[src/rtl/digit_entry_pkg.sv]
// Shared types and default sizing for the digit entry front-end.
// Pulled in by the controller and its button debouncers.
package digit_entry_pkg;

    localparam int DEF_DEBOUNCE_CYCLES = 1_000_000;
    localparam int DEF_NUM_DIGITS      = 8;
    localparam int DEF_SEL_W           = 3;

    typedef enum logic [1:0] {
        S_IDLE  = 2'd0,
        S_WRITE = 2'd1,
        S_CLEAR = 2'd2
    } state_t;

endpackage

[src/rtl/digit_entry_ctrl_debounce.sv]
// Synchronises one raw pushbutton, debounces it and emits a single-cycle
// pulse when the stable level rises.
module button_debounce #(
    parameter int DEBOUNCE_CYCLES = 4
) (
    input  logic clk,
    input  logic reset,
    input  logic i_btn,
    output logic o_rise
);

    localparam int CNT_W = (DEBOUNCE_CYCLES > 1) ? $clog2(DEBOUNCE_CYCLES) : 1;
    localparam logic [CNT_W-1:0] CNT_LAST = CNT_W'(DEBOUNCE_CYCLES - 1);

    logic             r_sync1;
    logic             r_sync2;
    logic             r_stable;
    logic             r_rise;
    logic [CNT_W-1:0] r_cnt;
    logic             w_accept;

    assign w_accept = (r_sync2 != r_stable) && (r_cnt == CNT_LAST);

    // NOTE: sequential state uses <= so every flop samples pre-edge values.
    always_ff @(posedge clk or negedge reset) begin
        if (!reset) begin
            r_sync1  <= 1'b0;
            r_sync2  <= 1'b0;
            r_stable <= 1'b0;
            r_rise   <= 1'b0;
            r_cnt    <= '0;
        end else begin
            r_sync1 <= i_btn;
            r_sync2 <= r_sync1;
            if (r_sync2 == r_stable) begin
                r_cnt <= '0;
            end else if (w_accept) begin
                r_stable <= r_sync2;
                r_cnt    <= '0;
            end else begin
                r_cnt <= r_cnt + 1'b1;
            end
            // Only a newly accepted high level is an event; releases are silent.
            r_rise <= w_accept & r_sync2;
        end
    end

    assign o_rise = r_rise;

endmodule

[src/rtl/digit_entry_ctrl.sv]
// Turns raw write/clear buttons and hex switches into one-cycle display
// writes, with an auto-advancing cursor and a clear-all sweep.
module digit_entry_ctrl
    import digit_entry_pkg::*;
#(
    parameter int DEBOUNCE_CYCLES = DEF_DEBOUNCE_CYCLES,
    parameter int NUM_DIGITS      = DEF_NUM_DIGITS,
    parameter int SEL_W           = DEF_SEL_W
) (
    input  logic             clk,
    input  logic             reset,
    input  logic             btn_write,
    input  logic             btn_clear,
    input  logic [3:0]       sw_num,
    output logic             write,
    output logic [3:0]       num,
    output logic [SEL_W-1:0] sel,
    output logic [SEL_W-1:0] cursor,
    output logic             busy
);

    localparam logic [SEL_W-1:0] LAST_DIGIT = SEL_W'(NUM_DIGITS - 1);

    logic             w_write_evt;
    logic             w_clear_evt;

    logic [3:0]       r_sw_sync1;
    logic [3:0]       r_sw_sync2;

    state_t           r_state;
    logic             r_write;
    logic [3:0]       r_num;
    logic [SEL_W-1:0] r_sel;
    logic [SEL_W-1:0] r_cursor;
    logic [SEL_W-1:0] r_clr_idx;
    logic             r_busy;

    state_t           w_state_next;
    logic             w_write_next;
    logic [3:0]       w_num_next;
    logic [SEL_W-1:0] w_sel_next;
    logic [SEL_W-1:0] w_cursor_next;
    logic [SEL_W-1:0] w_clr_idx_next;
    logic             w_busy_next;

    button_debounce #(
        .DEBOUNCE_CYCLES(DEBOUNCE_CYCLES)
    ) u_write_btn (
        .clk    (clk),
        .reset  (reset),
        .i_btn  (btn_write),
        .o_rise (w_write_evt)
    );

    button_debounce #(
        .DEBOUNCE_CYCLES(DEBOUNCE_CYCLES)
    ) u_clear_btn (
        .clk    (clk),
        .reset  (reset),
        .i_btn  (btn_clear),
        .o_rise (w_clear_evt)
    );

    always_ff @(posedge clk or negedge reset) begin
        if (!reset) begin
            r_sw_sync1 <= '0;
            r_sw_sync2 <= '0;
        end else begin
            r_sw_sync1 <= sw_num;
            r_sw_sync2 <= r_sw_sync1;
        end
    end

    always_ff @(posedge clk or negedge reset) begin
        if (!reset) begin
            r_state   <= S_IDLE;
            r_write   <= 1'b0;
            r_num     <= '0;
            r_sel     <= '0;
            r_cursor  <= '0;
            r_clr_idx <= '0;
            r_busy    <= 1'b0;
        end else begin
            r_state   <= w_state_next;
            r_write   <= w_write_next;
            r_num     <= w_num_next;
            r_sel     <= w_sel_next;
            r_cursor  <= w_cursor_next;
            r_clr_idx <= w_clr_idx_next;
            r_busy    <= w_busy_next;
        end
    end

    // Computes the values the output registers take at the next edge, so
    // write/num/sel/busy all change together on the edge after an event.
    always_comb begin
        // NOTE: every target gets a default first so no path infers a latch.
        w_state_next   = r_state;
        w_write_next   = 1'b0;
        w_num_next     = r_num;
        w_sel_next     = r_sel;
        w_cursor_next  = r_cursor;
        w_clr_idx_next = r_clr_idx;
        w_busy_next    = 1'b0;

        case (r_state)
            S_IDLE: begin
                if (w_clear_evt) begin
                    w_state_next   = S_CLEAR;
                    w_write_next   = 1'b1;
                    w_num_next     = '0;
                    w_sel_next     = '0;
                    w_clr_idx_next = '0;
                    w_busy_next    = 1'b1;
                end else if (w_write_evt) begin
                    w_state_next = S_WRITE;
                    w_write_next = 1'b1;
                    w_num_next   = r_sw_sync2;
                    w_sel_next   = r_cursor;
                    w_busy_next  = 1'b1;
                end
            end

            S_WRITE: begin
                w_state_next  = S_IDLE;
                w_cursor_next = (r_cursor == LAST_DIGIT) ? '0 : r_cursor + 1'b1;
            end

            S_CLEAR: begin
                if (r_clr_idx == LAST_DIGIT) begin
                    w_state_next   = S_IDLE;
                    w_cursor_next  = '0;
                    w_clr_idx_next = '0;
                end else begin
                    w_write_next   = 1'b1;
                    w_busy_next    = 1'b1;
                    w_clr_idx_next = r_clr_idx + 1'b1;
                    w_sel_next     = r_clr_idx + 1'b1;
                end
            end

            default: begin
                w_state_next = S_IDLE;
            end
        endcase
    end

    assign write  = r_write;
    assign num    = r_num;
    assign sel    = r_sel;
    assign cursor = r_cursor;
    assign busy   = r_busy;

endmodule
[config.mk]
export PLATFORM = sky130hd
export DESIGN_NAME = digit_entry_ctrl
export DESIGN_NICKNAME = d
export VERILOG_FILES = /design/src/rtl/digit_entry_pkg.sv /design/src/rtl/digit_entry_ctrl_debounce.sv /design/src/rtl/digit_entry_ctrl.sv
export SDC_FILE = /design/constraint.sdc
export NUM_CORES = 1
export LEC_CHECK = 0
export BUFFER_PORTS_ARGS = -buffer_cell sky130_fd_sc_hd__buf_4
export CAP_MARGIN = 20
export CORE_MARGIN = 4
export CORE_UTILIZATION = 67
export CTS_BUF_LIST = sky130_fd_sc_hd__clkbuf_8
export DETAILED_ROUTE_END_ITERATION = 12
export PLACE_DENSITY = 0.95
export SYNTH_ARGS = -nofsm -noshare
export SYNTH_HDL_FRONTEND = slang
export SYNTH_SLANG_ARGS = --single-unit
[constraint.sdc]
create_clock -name clk -period 5 [get_ports clk]
set_input_delay 0 -clock clk [delete_from_list [all_inputs] [get_ports clk]]
set_output_delay 0 -clock clk [all_outputs]
set_load 0.05 [all_outputs]
* Yosys cells after proc, flatten, opt, wreduce, memory -nomap -nowiden
Cells that the tools add are included.
** Storage, ports and cells
- Word-level logic and storage cells :: 77
- Output and inout port bits :: 12
- Register bits :: 72
** Operators by class
- Muxes and demuxes :: 24
- Reductions and logical operators :: 13
- Eq/ne operators :: 14
- Bitwise gates (word level) :: 4
- $add $sub $neg :: 4
** Operators by type and width (number)
- 2-to-1 mux 20 bit :: 4
- adder 20 x 1 -> 20 bit (second input constant) :: 2
- equality test 20 bit (second input constant) :: 2
- 2-to-1 mux 3 bit :: 7
- case mux 3 bit (2 select lines) :: 3
- AND reduction 2 bit :: 6
- 2-to-1 mux 4 bit :: 2
- adder 3 x 1 -> 3 bit (second input constant) :: 2
- equality test 3 bit (second input constant) :: 2
- 2-to-1 mux 2 bit :: 3
- nonzero test 2 bit :: 3
- inequality test 2 bit (second input constant) :: 2
- case mux 2 bit (2 select lines) :: 1
- 2-to-1 mux 1 bit :: 3
- inequality test 3 x 1 -> 1 bit (second input constant) :: 1
- AND reduction 3 bit :: 1
- bitwise AND 1 bit :: 2
- equality test 1 bit :: 2
- equality test 2 x 1 -> 1 bit (second input constant) :: 1
- equality test 2 bit (second input constant) :: 1
- logical AND 1 bit :: 2
- zero test 2 bit :: 1
- inequality test 1 bit :: 2
- inequality test 2 x 1 -> 1 bit (second input constant) :: 1
- other kinds (2) :: 3

* Depth between registers and ports, before layout
- Word-level depth :: 4
- Depth in mapped cells :: 6

* By module
From an unflattened synthesis, not the netlist that was laid out.
** Second synthesis, totals
- Cells, all modules :: 301
- Area total of the unflattened synthesis :: 3405.8 um^2
** Modules (own cells, without submodules)
- button_debounce :: sequential area each 600.6 um^2, cells each 107, area an instance 1184.9 um^2, instances 2
- digit_entry_ctrl :: sequential area each 600.6 um^2, cells each 87, area an instance 1036.0 um^2, instances 1

* Worst setup path before layout
Ideal clock, no wire load.
- Path kind :: reg2reg
- From :: register u_clear_btn.r_cnt[3]
- To :: register u_clear_btn.r_cnt[17]
- Data required time :: 4922 ps
- Setup slack :: 3074 ps
- Arrival time :: 1848 ps
- Stages on the path, launching flop included :: 6
- Period minus slack after synthesis :: 1926 ps
- Setup time :: 78 ps
- Cell sequence :: dfrtp_1 -> nand4_4 -> or4_1 -> buf_2 -> or4b_1 -> a21oi_1
** On the way
- Cells in the longest elaborated chain, start to end :: 4
- Elaborated cells on any way between the ends :: 5
** Ends and longest elaborated chain
- from (decl) :: RTL line digit_entry_ctrl_debounce.sv:19 : logic [CNT_W-1:0] r_cnt;
- from (signal assigned) :: RTL line digit_entry_ctrl_debounce.sv:41 : r_cnt <= r_cnt + 1'b1;
- parallel branches: the longest is 2 deep, another holds adder 20 x 1 -> 20 bit
- 2-to-1 mux 20 bit (*) :: RTL line digit_entry_ctrl_debounce.sv:37 : end else if (w_accept) begin
- 2-to-1 mux 20 bit (*) :: RTL line digit_entry_ctrl_debounce.sv:35 : if (r_sync2 == r_stable) begin
Mark *: on every way between the ends.
A chain may end at the register's enable or synchronous reset.

* Worst setup path in the final report
- From :: register u_write_btn.r_cnt[16]
- To :: register u_write_btn.r_cnt[3]
** On the way
- Cells in the longest elaborated chain, start to end :: 4
** Ends and longest elaborated chain
- from (decl) :: RTL line digit_entry_ctrl_debounce.sv:19
- from (signal assigned) :: RTL line digit_entry_ctrl_debounce.sv:41
- equality test 20 bit :: RTL line digit_entry_ctrl_debounce.sv:22 : assign w_accept = (r_sync2 != r_stable) && (r_cnt == CNT_LAST);
- logical AND 1 bit :: RTL line digit_entry_ctrl_debounce.sv:22
- 2-to-1 mux 20 bit :: RTL line digit_entry_ctrl_debounce.sv:37
- 2-to-1 mux 20 bit :: RTL line digit_entry_ctrl_debounce.sv:35
No other way between the ends.

==> reports/results.ini <==
[worst_setup_path]
critPathCaptureType = register
crit_path_cell_trace = nand3_1 -> or4b_2 -> o31ai_2 -> buf_4 -> nor2_1
path_delay_family = simple AND/OR/NAND/NOR gates
arrival_ps = 2530
path_class = register to register
cp-start-kind = register
path_depth = 5
crit_buf_inv = 1
critPathMaxFanout = 12
cp_slowest_cell = or4b_2
slowest_delay_ps = 690
critPathRequiredTime_ps = 5240
rr_worst_depth = 5

[pwr]
seq_power_share_pct = 50.4
comb_power_share_pct = 2.9
p_int_uw = 935.3
finalPower_uw = 1184
p_clk_share_pct = 46.7
power_switching_uw = 249.2
power_density_nw_per_um2 = 323.0
p_sw_share_pct = 21.04
p_leak_uw = 0.001654
vdd_ir_drop_max_mv = 0.3165

[grt]
overflow = 0
first_global_vias = 2343
antenna_found_initial = 0
grt_max_degree = 73
grt_first_pass_wirelength_um = 10920
grt_usage_pct = 23.63

[floorplan]
dieArea_um2 = 5893
die_y_um = 76.77
num_rows = 24
initial_core_util_pct = 70.81
ioPinCount = 20
core_um2 = 4474
die_w_um = 76.77

[yosys]
synth_area_leaders = dfrtp_1, xor2_1, nor2_1, xnor2_1, nand3_1
yosys_warnings = 0
yosys.area.top_type = dfrtp_1
ys.flop_type = dfrtp_1
async_flop_share_pct = 100.0
yosysMostFrequentCell = dfrtp_1
ys_types = 40
synth_nets = 303
synthTopCellsByCount = dfrtp_1, nor2_1, nand2_1
yosysTopAreaCellShare_pct = 56.87
avgSynthCellArea_um2 = 10.96
synth-seq-cells = 72
netlist_instances = 289
syn-cell-area_um2 = 3168
synth_seq_area_share_pct = 56.87
synth-edff-count = 0

[routing]
num_vias = 2354
wire_per_inst_um = 16.95
drt_wl_total_um = 6372
drt_iter0_drc = 226
first_pass_iters = 4
ant_nets = 0
drc = 0
viasPerCell = 6.261

[cts]
cts_setup_buffers = 0
clkLatencyLatePin_ps = 360
clockRootBuffer = clkbuf_8
clock-sinks = 72
h-tree-depth = 3
clockBufferDepth = 2
cts_made_buffers = 9
cts_tree = built
clk_pin_slew_ps = 80

[placed_design]
port_buffers = 19
dpl.hpwl_um = 4147
dp.cells = 353
place_worst_setup_slack_ps = 2748
gp_congestion = 0.8550

[timing]
period_minus_slack_ps = 2292
tns_ps = 0
worst_pin_slew_ps = 981.8
fin_ws_ps = 2708
clock_skew_ps = 11.08
slew_headroom_pct = 34.32
maxSlewViolCount = 0
max_freq_mhz = 436.3
fin_crit_sh_pct = 45.84
setup_viol = 0
finalHoldViolCount = 0
rsz0062_at_grt = false

[final_layout]
diodes = 0
final_cell_count_no_fill = 376
drive_gt1_share_pct = 13.89
nets = 333
syn_to_final_growth_pct = 15.76

[hold_path]
hold_class = input pin to asynchronous set/reset pin

[run_status]
run_status = completed

[job]
maxCapViolCount = 0

[layout by cell type (no fill, tap or decap), types with 2 or more instances in the layout]
cell	instances
a22o_1	4
or4_1	7
o31ai_1	7
mux2_2	4
nand3b_1	2
nor2_1	33
xnor2_1	13
buf_4	20
nor3b_1	2
or3_1	5
and4_1	3
inv_1	7
and3_1	5
ha_1	6
xor2_1	15
bufinv_16	3
dlygate4sd3_1	7
nand3_1	17
nor3_1	5
nand2_1	21
clkbuf_8	9
o22ai_1	2
clkinv_4	2
a21oi_1	15
dfrtp_1	72
nand4_1	6
o21ai_0	7
nor4_1	6
nand2b_1	3
[final cells by class]
class,instances,area (um^2)
fill,235,807.0
tap,52,65.06
clock buffer,9,123.9
multi-input combinational,202,1310
timing repair buffer,27,220.2
clock inverter,7,120.1
sequential,72,1802
inverter,7,26.28
[worst paths after layout]
kind                            slack [ps]               endpoint                   from
worst max-delay path                  2710   u_write_btn.r_cnt[3]  u_write_btn.r_cnt[16]
worst min-delay path                   280  u_clear_btn.r_cnt[17]                  reset
worst max register to register        2710   u_write_btn.r_cnt[3]  u_write_btn.r_cnt[16]
worst min register to register         350          r_sw_sync2[3]          r_sw_sync1[3]
max in group asynchronous             4120   u_clear_btn.r_cnt[7]                  reset
min in group clk                       290          r_sw_sync1[0]              sw_num[0]
[power by group through the flow]
stage	sequential [uW]	combinational (uW)	clock, uW
4_1_cts	597	35.2	559
2_1_floorplan	607	11.8	0
3_3_place_gp	608	28.8	0
6_report	597	34.3	553
3_5_place_dp	608	30.2	0
5_1_grt	598	39.2	588
[cells by family (layout without fill, tap and decap cells)]
logic type                 count (synthesis)  count (layout)  synth area share [%]
AOI/OAI and AO/OA                         40              40                 8.531
xor gates and xnor gates                  28              28                 7.741
adders and majority gates                  6               6                 2.370
buffers and inverters                     15              50                 1.935
DFF                                       72              72                 56.87
muxes                                      5               5                 1.738
and+or+nand+nor                          123             123                 20.81
[what timing repair did]
action                                  in CTS  in global routing
endpoints found under the setup margin       0                  0
hold buffers                                 7                  0
endpoints found under the hold margin       78                  0
resized for setup                            0                  0
[worst reg2reg max path, delay by kind of cell (launching register included)]
kind	cells	cell delay (ps)
AO/OA/AOI/OAI	1	570
AND/OR/NAND/NOR	3	900
flip-flops	1	400
buffers and inverters	1	310
[routing by layer]
metal / global-route usage (%) / wire length (um)
met5: 0 / 0
met3: 4.918 / 364
met2: 38.68 / 3213
met4: 11.59 / 115
met1: 29.98 / 2678
[per-stage QoR]
stage / instance area (um^2) / util (%) / hold WS (ps)
after floorplan: 3168 / - / -295.6
after global placement: 3353 / 74.94 / 110.4
after detailed placement: 3353 / 74.94 / 110.6
after CTS: 3667 / 81.96 / 276.4
after global routing: 3667 / 81.96 / 294.2
final: 3667 / 81.96 / 280.2
[flip-flops by register name (all words and copies together) (netlist names), 2 cells and up]
name	flops
cursor	3
r_state	2
r_clr_idx	3
num	4
r_sw_sync2	4
sel	3
u_write_btn.r_cnt	20
r_sw_sync1	4
u_clear_btn.r_cnt	20
No activity file was read; power rests on OpenSTA's default activity.
